## config.mk

```make
export PLATFORM = sky130hd
export DESIGN_NAME = slot_tracker
export DESIGN_NICKNAME = d
export VERILOG_FILES = /design/src/rtl/slot_tracker.sv
export SDC_FILE = /design/constraint.sdc
export NUM_CORES = 1
export LEC_CHECK = 0
export ABC_AREA = 0
export CELL_PAD_IN_SITES_DETAIL_PLACEMENT = 0
export CELL_PAD_IN_SITES_GLOBAL_PLACEMENT = 1
export CORE_MARGIN = 2
export CORE_UTILIZATION = 54
export CTS_CLUSTER_SIZE = 8
export DETAILED_ROUTE_END_ITERATION = 7
export GPL_TIMING_DRIVEN = 0
export PLACE_DENSITY_LB_ADDON = 0.25
export SLEW_MARGIN = 5
export SYNTH_ARGS = -nofsm -noshare
export SYNTH_HDL_FRONTEND = slang
export SYNTH_SLANG_ARGS = --single-unit
```

## constraint.sdc

```tcl
create_clock -name clk -period 9.8 [get_ports clk]
set_input_delay 0.98 -clock clk [delete_from_list [all_inputs] [get_ports clk]]
set_output_delay 0.98 -clock clk [all_outputs]
set_load 0.01 [all_outputs]
```

## src/rtl/slot_tracker.sv

```systemverilog
// slot_tracker: tracks in-flight requests in SLOT_COUNT slots.
// The issue stage allocates the lowest free slot and stores a payload there.
// The response path frees a slot by index and gets the payload back one cycle later.
// Per-slot saturating age counters flag requests that stay outstanding too long.
//
// Handshake: an allocation is accepted on a rising edge where alloc_valid and
// alloc_ready are both 1; alloc_ready is combinational (~full & ~flush) and
// never depends on alloc_valid, so the issuer just holds its request until accepted.
module slot_tracker #(
    parameter int SLOT_COUNT = 8,
    parameter int DATA_W     = 32,
    parameter int AGE_W      = 6,
    parameter int IDX_W      = $clog2(SLOT_COUNT),
    parameter int CNT_W      = $clog2(SLOT_COUNT + 1)
) (
    input  logic                  clk,
    input  logic                  rst_n,
    input  logic                  alloc_valid,
    output logic                  alloc_ready,
    input  logic [DATA_W-1:0]     alloc_data,
    output logic [IDX_W-1:0]      alloc_slot,
    input  logic                  free_valid,
    input  logic [IDX_W-1:0]      free_slot,
    output logic                  free_data_valid,
    output logic [DATA_W-1:0]     free_data,
    output logic                  free_err,
    input  logic                  flush,
    input  logic                  stall,
    output logic [SLOT_COUNT-1:0] slot_valid,
    output logic [SLOT_COUNT-1:0] slot_expired,
    output logic [CNT_W-1:0]      count
);

    localparam logic [AGE_W-1:0] AGE_MAX = {AGE_W{1'b1}};

    logic [SLOT_COUNT-1:0] slot_valid_q, slot_valid_d;
    logic [AGE_W-1:0]      age_q [SLOT_COUNT];
    logic [AGE_W-1:0]      age_d [SLOT_COUNT];
    logic [DATA_W-1:0]     data_q [SLOT_COUNT];
    logic [CNT_W-1:0]      count_q, count_d;
    logic                  free_data_valid_q, free_data_valid_d;
    logic [DATA_W-1:0]     free_data_q, free_data_d;
    logic                  free_err_q, free_err_d;

    logic                  full;
    logic                  alloc_fire;
    logic [IDX_W-1:0]      alloc_idx;
    logic [SLOT_COUNT-1:0] alloc_oh;
    logic [SLOT_COUNT-1:0] free_oh;
    logic [SLOT_COUNT-1:0] free_clr;
    logic [DATA_W-1:0]     free_payload;
    logic                  free_hit;
    logic                  free_miss;

    assign full        = &slot_valid_q;
    assign alloc_ready = ~full & ~flush;
    assign alloc_fire  = alloc_valid & alloc_ready;
    assign alloc_slot  = alloc_idx;

    // Lowest-index free slot; only meaningful while something is free.
    always_comb begin
        logic found;
        alloc_idx = '0;
        found     = 1'b0;
        for (int i = 0; i < SLOT_COUNT; i++) begin
            if (!slot_valid_q[i] && !found) begin
                alloc_idx = IDX_W'(i);
                found     = 1'b1;
            end
        end
    end

    // One-hot decode of the allocation target and the retired slot, plus payload mux.
    always_comb begin
        alloc_oh     = '0;
        free_oh      = '0;
        free_payload = '0;
        for (int i = 0; i < SLOT_COUNT; i++) begin
            alloc_oh[i] = alloc_fire && (alloc_idx == IDX_W'(i));
            if (free_slot == IDX_W'(i)) begin
                free_oh[i]   = 1'b1;
                free_payload = data_q[i];
            end
        end
    end

    // Flush drops a same-cycle free entirely: no data pulse and no error pulse.
    assign free_hit  = free_valid & ~flush & (|(free_oh & slot_valid_q));
    assign free_miss = free_valid & ~flush & ~(|(free_oh & slot_valid_q));
    assign free_clr  = free_hit ? free_oh : '0;

    // Next-state for occupancy, count and the retire/error pulses.
    always_comb begin
        slot_valid_d      = flush ? '0 : ((slot_valid_q & ~free_clr) | alloc_oh);
        count_d           = flush ? '0
                          : (count_q + CNT_W'(alloc_fire) - CNT_W'(free_hit));
        free_data_valid_d = free_hit;
        free_err_d        = free_miss;
        free_data_d       = free_hit ? free_payload : free_data_q;
    end

    // Per-slot age: cleared on flush/alloc/free or while invalid, else saturating count unless stalled.
    always_comb begin
        for (int i = 0; i < SLOT_COUNT; i++) begin
            age_d[i] = age_q[i];
            if (flush || alloc_oh[i] || free_clr[i] || !slot_valid_q[i]) begin
                age_d[i] = '0;
            end else if (!stall && (age_q[i] != AGE_MAX)) begin
                age_d[i] = age_q[i] + AGE_W'(1);
            end
        end
    end

    // Control state registers with asynchronous reset.
    always_ff @(posedge clk or negedge rst_n) begin
        if (!rst_n) begin
            slot_valid_q      <= '0;
            count_q           <= '0;
            free_data_valid_q <= 1'b0;
            free_data_q       <= '0;
            free_err_q        <= 1'b0;
            for (int i = 0; i < SLOT_COUNT; i++) begin
                age_q[i] <= '0;
            end
        end else begin
            slot_valid_q      <= slot_valid_d;
            count_q           <= count_d;
            free_data_valid_q <= free_data_valid_d;
            free_data_q       <= free_data_d;
            free_err_q        <= free_err_d;
            for (int i = 0; i < SLOT_COUNT; i++) begin
                age_q[i] <= age_d[i];
            end
        end
    end

    // Payload storage is written on accept and deliberately left unreset.
    always_ff @(posedge clk) begin
        for (int i = 0; i < SLOT_COUNT; i++) begin
            if (alloc_oh[i]) begin
                data_q[i] <= alloc_data;
            end
        end
    end

    // Expiry flag is a live view of the age counters.
    always_comb begin
        for (int i = 0; i < SLOT_COUNT; i++) begin
            slot_expired[i] = slot_valid_q[i] && (age_q[i] == AGE_MAX);
        end
    end

    assign slot_valid      = slot_valid_q;
    assign count           = count_q;
    assign free_data_valid = free_data_valid_q;
    assign free_data       = free_data_q;
    assign free_err        = free_err_q;

endmodule

```

; Yosys cells after proc, flatten, opt, wreduce, memory -nomap -nowiden
; Memory sizes are Yosys's and may differ from the RTL's.
; Index checks and enable logic that the tools add are counted.
[totals]
regBits = 94
n_memories = 1
ram_bits = 256
wordCells = 241
output_inout_bits = 58
[classes]
n_mux = 86
n_reduce_logical = 89
add_sub_neg = 10
n_eq_ne = 30
bitwise = 12
[mem_list]
columns = name, words, width, rd, rd_ports_with_merged_regs, write_ports, line
row1 = data_q, 8, 32, 8, 0, 1, 39  ; logic [DATA_W-1:0] data_q [SLOT_COUNT];
[ops]
columns = cell, n
row1 = $mux 32, 15
row2 = $reduce_or 32->1, 7
row3 = $mux 6, 16
row4 = $add 6x1->6 const B, 8
row5 = $eq 6x6->1 const B, 8
row6 = $ne 6x6->1 const B, 8
row7 = $mux 1, 39
row8 = $mux 3, 12
row9 = $logic_and 1x1->1, 31
row10 = $eq 3x3->1 const B, 8
row11 = $logic_or 1x1->1, 24
row12 = $and 8x8->8, 2
row13 = $mux 8, 2
row14 = $reduce_bool 2->1, 8
row15 = $logic_not 1->1, 15
row16 = $eq 3x2->1 const B, 4
row17 = $not 8->8, 1
row18 = $or 8x8->8, 1
row19 = $reduce_and 8->1, 1
row20 = $reduce_or 8->1, 1
row21 = $eq 3x1->1 const B, 2
row22 = $logic_not 3->1, 2
row23 = $and 1x1->1, 5
row24 = $add 4x1->4, 1
row25 = other kinds (4), 6

; Depth between registers and ports, before layout
[logic_depth]
depth_word = 33
ltp_mapped = 14

; Least setup slack after synthesis
; OpenSTA, ideal clock, no wires.
[synth_path]
path_kind = input -> register
start = input flush
end = memory data_q[7][4], in the netlist data_q[1][100], enable pin
n_path_buf = 1
slack_ns = 2.742
setup_time_ns = 0.595
arrival_ns = 6.463
cell_stages = 3
path_cell_list = clkbuf_1 nand2b_1 a2111oi_0
[synth_rtl]
columns = item, line
row1 = from (decl), 27  ; input logic flush,
row2 = $not 1->1 *, 56  ; assign alloc_ready = ~full & ~flush;
row3 = $and 1x1->1 *, 56
row4 = $and 1x1->1 *, 57  ; assign alloc_fire = alloc_valid & alloc_ready;
row5 = $logic_and 1x1->1 *, 79  ; alloc_oh[i] = alloc_fire && (alloc_idx == IDX_W'(i));
row6 = named net alloc_oh[7], 48  ; logic [SLOT_COUNT-1:0] alloc_oh;
row7 = $mux 1 *, 140  ; if (alloc_oh[i]) begin
row8 = $mux 1 (implied by the code) *, 141  ; data_q[i] <= alloc_data;
row9 = $reduce_or 32->1 (no line), -
row10 = $mux 3 (no line) or $mux 1 (tied branches), -
row11 = to (decl), 39
; The timed path passes the listed nets; every way through them passes the cells marked *.

; Final worst setup path
[layout_path]
start = input flush
end = output alloc_ready
[layout_between]
elab_chain_cells = 2
[layout_lines]
columns = item, line
row1 = $not 1->1, 56
row2 = $and 1x1->1, 56
row3 = to (decl), 19  ; output logic alloc_ready,
; Every way passes these cells.

==> impl_metrics.env <==
export IMPL_status="complete, no violations"
export IMPL_ys_top_cells_by_area="edfxtp_1 52%, dfrtp_1 16%, mux4_2 9.8%, nor2b_1 1.7%, a22oi_1 1.6%"
export IMPL_port_buffers=96
export IMPL_total_power_uw=3537
export IMPL_post_cts_buffers=0
export IMPL_synth_main_ff_cell="edfxtp_1"
export IMPL_max_slew_margin_pct=36.42
export IMPL_fmaxAchievable_mhz=249.9
export IMPL_syn_avg_cell_area_um2=16.30
export IMPL_critPathLaunchType="input pin"
export IMPL_synthTopCellsByCount="256 x edfxtp_1, 94 x dfrtp_1, 64 x mux4_2"
export IMPL_worst_slew_pin_slew_ns=0.9538
export IMPL_wl_per_cell_um=23.10
export IMPL_skew_ns=0.007567
export IMPL_clkSinkCount=350
export IMPL_fp_dieH_um=168.9
export IMPL_hold_path_class="in2async"
export IMPL_synthMuxAreaShare_pct=10.66
export IMPL_cap_violations=0
export IMPL_r2r_setup_slack_ns=6.45
export IMPL_fin_crit_ns=4.001
export IMPL_ys_async_sr_fraction_pct=26.86
export IMPL_clk_latency_ns=0.53
export IMPL_yosysWarnings=0
export IMPL_synth_top_area_share_pct=52.35
export IMPL_rsz0062_at_grt="no"
export IMPL_cts_tree="built"
export IMPL_clkSlewWorstSetupHoldPaths_ns=0.05
export IMPL_sw_frac_of_total_pct=22.13
export IMPL_p_per_area_mw_per_mm2=199.8
export IMPL_grt_max_degree=53
export IMPL_synth_fa_ha_area_share_pct=1.159
export IMPL_ir_drop_v=0.0001508
export IMPL_reg2reg_from="slot_valid[6]"
export IMPL_rows=60
export IMPL_htreeDepth=2
export IMPL_synth_edf_count=256
export IMPL_synth_top_family_by_area="multiplexers"
export IMPL_synthesis_nets=955
export IMPL_clockPowerShare_pct=42.9
export IMPL_ant_nets=0
export IMPL_clockBufferDepth=3
export IMPL_die_w_um=168.9
export IMPL_final_layout_size_suffix_gt1_share_pct=17.59
export IMPL_endpoint="alloc_ready"
export IMPL_post_cts_resized=0
export IMPL_grt_pass1_wl_um=50720
export IMPL_period_share_pct=40.83
export IMPL_combPwrFrac_pct=9.4
export IMPL_p_sw_uw=782.9
export IMPL_synth_xor_area_share_pct=1.670
export IMPL_cts_hold_buf=0
export IMPL_seq_power_share_pct=47.7
export IMPL_synth_most_common_cell="edfxtp_1"
export IMPL_pre_cts_slack_ns=5.420
export IMPL_viasPerCell=6.001
export IMPL_crit_path_end_kind="output port"
export IMPL_crit_type="in2out"
export IMPL_antenna_found_initial=0
export IMPL_synth_seq_area_share_pct=68.37
export IMPL_syn_inst=901
export IMPL_drt_iter0_drc=686
export IMPL_vias=8629
export IMPL_ys_seq_elements=350
export IMPL_grtUsageTotal_pct=23.56
export IMPL_root_buffer="clkbuf_16"
export IMPL_grt_overflow_total=0
export IMPL_synth_compound_area_share_pct=8.367
export IMPL_leakage_uw=0.006101
export IMPL_drc=0
export IMPL_crit_fanout=10
export IMPL_place_congestion=0.8143
export IMPL_pin_count=99
export IMPL_final_net_count=1116
export IMPL_syn_area_mm2=0.01468
export IMPL_startpoint="flush"
export IMPL_dr_pass1_iters=7
export IMPL_wl_um=33220
export IMPL_p_int_uw=2755
export IMPL_core_area_mm2=0.02680
export IMPL_hpwl_um=21360
export IMPL_arrival_ns=3.02
export IMPL_start_util_pct=54.79
export IMPL_rr_worst_depth=10
export IMPL_yosys_cell_types_count=59
export IMPL_cp_required_ns=8.82
export IMPL_grt_pass1_vias=8804
export IMPL_final_hold_viol_count=0
export IMPL_yosys_area_top_type="edfxtp_1"
export IMPL_synth_simple_area_share_pct=7.251
export IMPL_area_growth_pct=20.59
export IMPL_antenna_cells=0
export IMPL_setup_violations=0
export IMPL_drv_slew=0
export IMPL_r2r_end="count[1]"
export IMPL_setup_ws_ns=5.799
export IMPL_die_area_mm2=0.02853
export IMPL_cts_buffers=49
[power groups by stage]
stage	sequential, uW	combinational [uW]	clock, uW
after detailed placement	1710	335	0
after global placement	1710	324	0
after CTS	1690	337	1540
final	1690	333	1520
after global routing	1690	361	1600
after floorplan	1720	145	0
[routing by layer]
metal	global-route usage [%]	routed length (um)
met5	0	0
met4	7.684	757
met3	3.718	1908
met2	39.26	16380
met1	32.24	14170
[kinds of logic (layout without fill, tap and decap cells)]
family,after synthesis,after routing
XOR/XNOR,28,28
AO/OA/AOI/OAI,167,167
buffers and inverters,71,267
multiplexers,76,76
flip-flops,350,350
AND/OR/NAND/NOR,196,196
adder cells (fa/ha/maj),13,13
[through the flow]
step | utilization (%) | cells | TNS [ns] | hold WS [ns] | area (um^2)
after floorplan | - | 901 | 0 | 0.4621 | 14680
after global placement | 59.97 | 1338 | -104.60 | 0.4917 | 16070
after detailed placement | 60.92 | 1352 | 0 | 0.5010 | 16330
after CTS | 66.07 | 1438 | 0 | 0.4781 | 17710
after global routing | 66.07 | 1438 | 0 | 0.5027 | 17710
final | 66.07 | 1438 | 0 | 0.4753 | 17710
[flip-flops by register name, indices dropped and copies added, names as in the netlist]
name and flops:
free_err 1, free_data_valid 1, count 4, free_data 32, slot_valid 8, age_q 48
data_q 256
[how the worst min path moves through the flow]
stage	to	slack, ns
4_1_cts	age_q[8]	0.48
5_1_grt	age_q[8]	0.50
6_report	age_q[8]	0.48
2_1_floorplan	age_q[34]	0.46
3_5_place_dp	age_q[40]	0.50
3_3_place_gp	age_q[34]	0.49
[cell usage in the layout, fill, tap and decap left out, types with 11 or more instances in the layout]
cell type	netlist	layout
buf_2	14	17
nand2_1	17	17
inv_1	20	18
dfrtp_1	94	94
clkdlybuf4s50_1	0	95
mux2i_1	11	11
mux4_2	64	64
nor2b_1	39	39
a22oi_1	32	32
clkbuf_1	23	59
nand3_1	14	14
xnor2_1	23	23
ha_1	12	12
a21oi_1	47	47
and3_1	12	11
nor3_1	19	19
a211oi_2	18	18
clkbuf_16	0	49
edfxtp_1	256	256
nor2_1	51	47
a211oi_1	24	24
[critical path, stage by stage]
cell and delay [ns]:
clkdlybuf4s50_1 0.53, clkbuf_1 0.35, clkbuf_1 0.45, a21oi_1 0.17, clkdlybuf4s50_1 0.53
[area by class of cell]
cell class	instances	area (um^2)
sequential	350	10040
multi-input combinational	480	4312
clock inverter	1	20.02
clock buffer	85	1361
tap	341	426.7
inverter	20	75.07
buffer	51	295.3
fill	1854	9092
timing repair buffer	110	1179
Power figures use the tool's default switching activity.
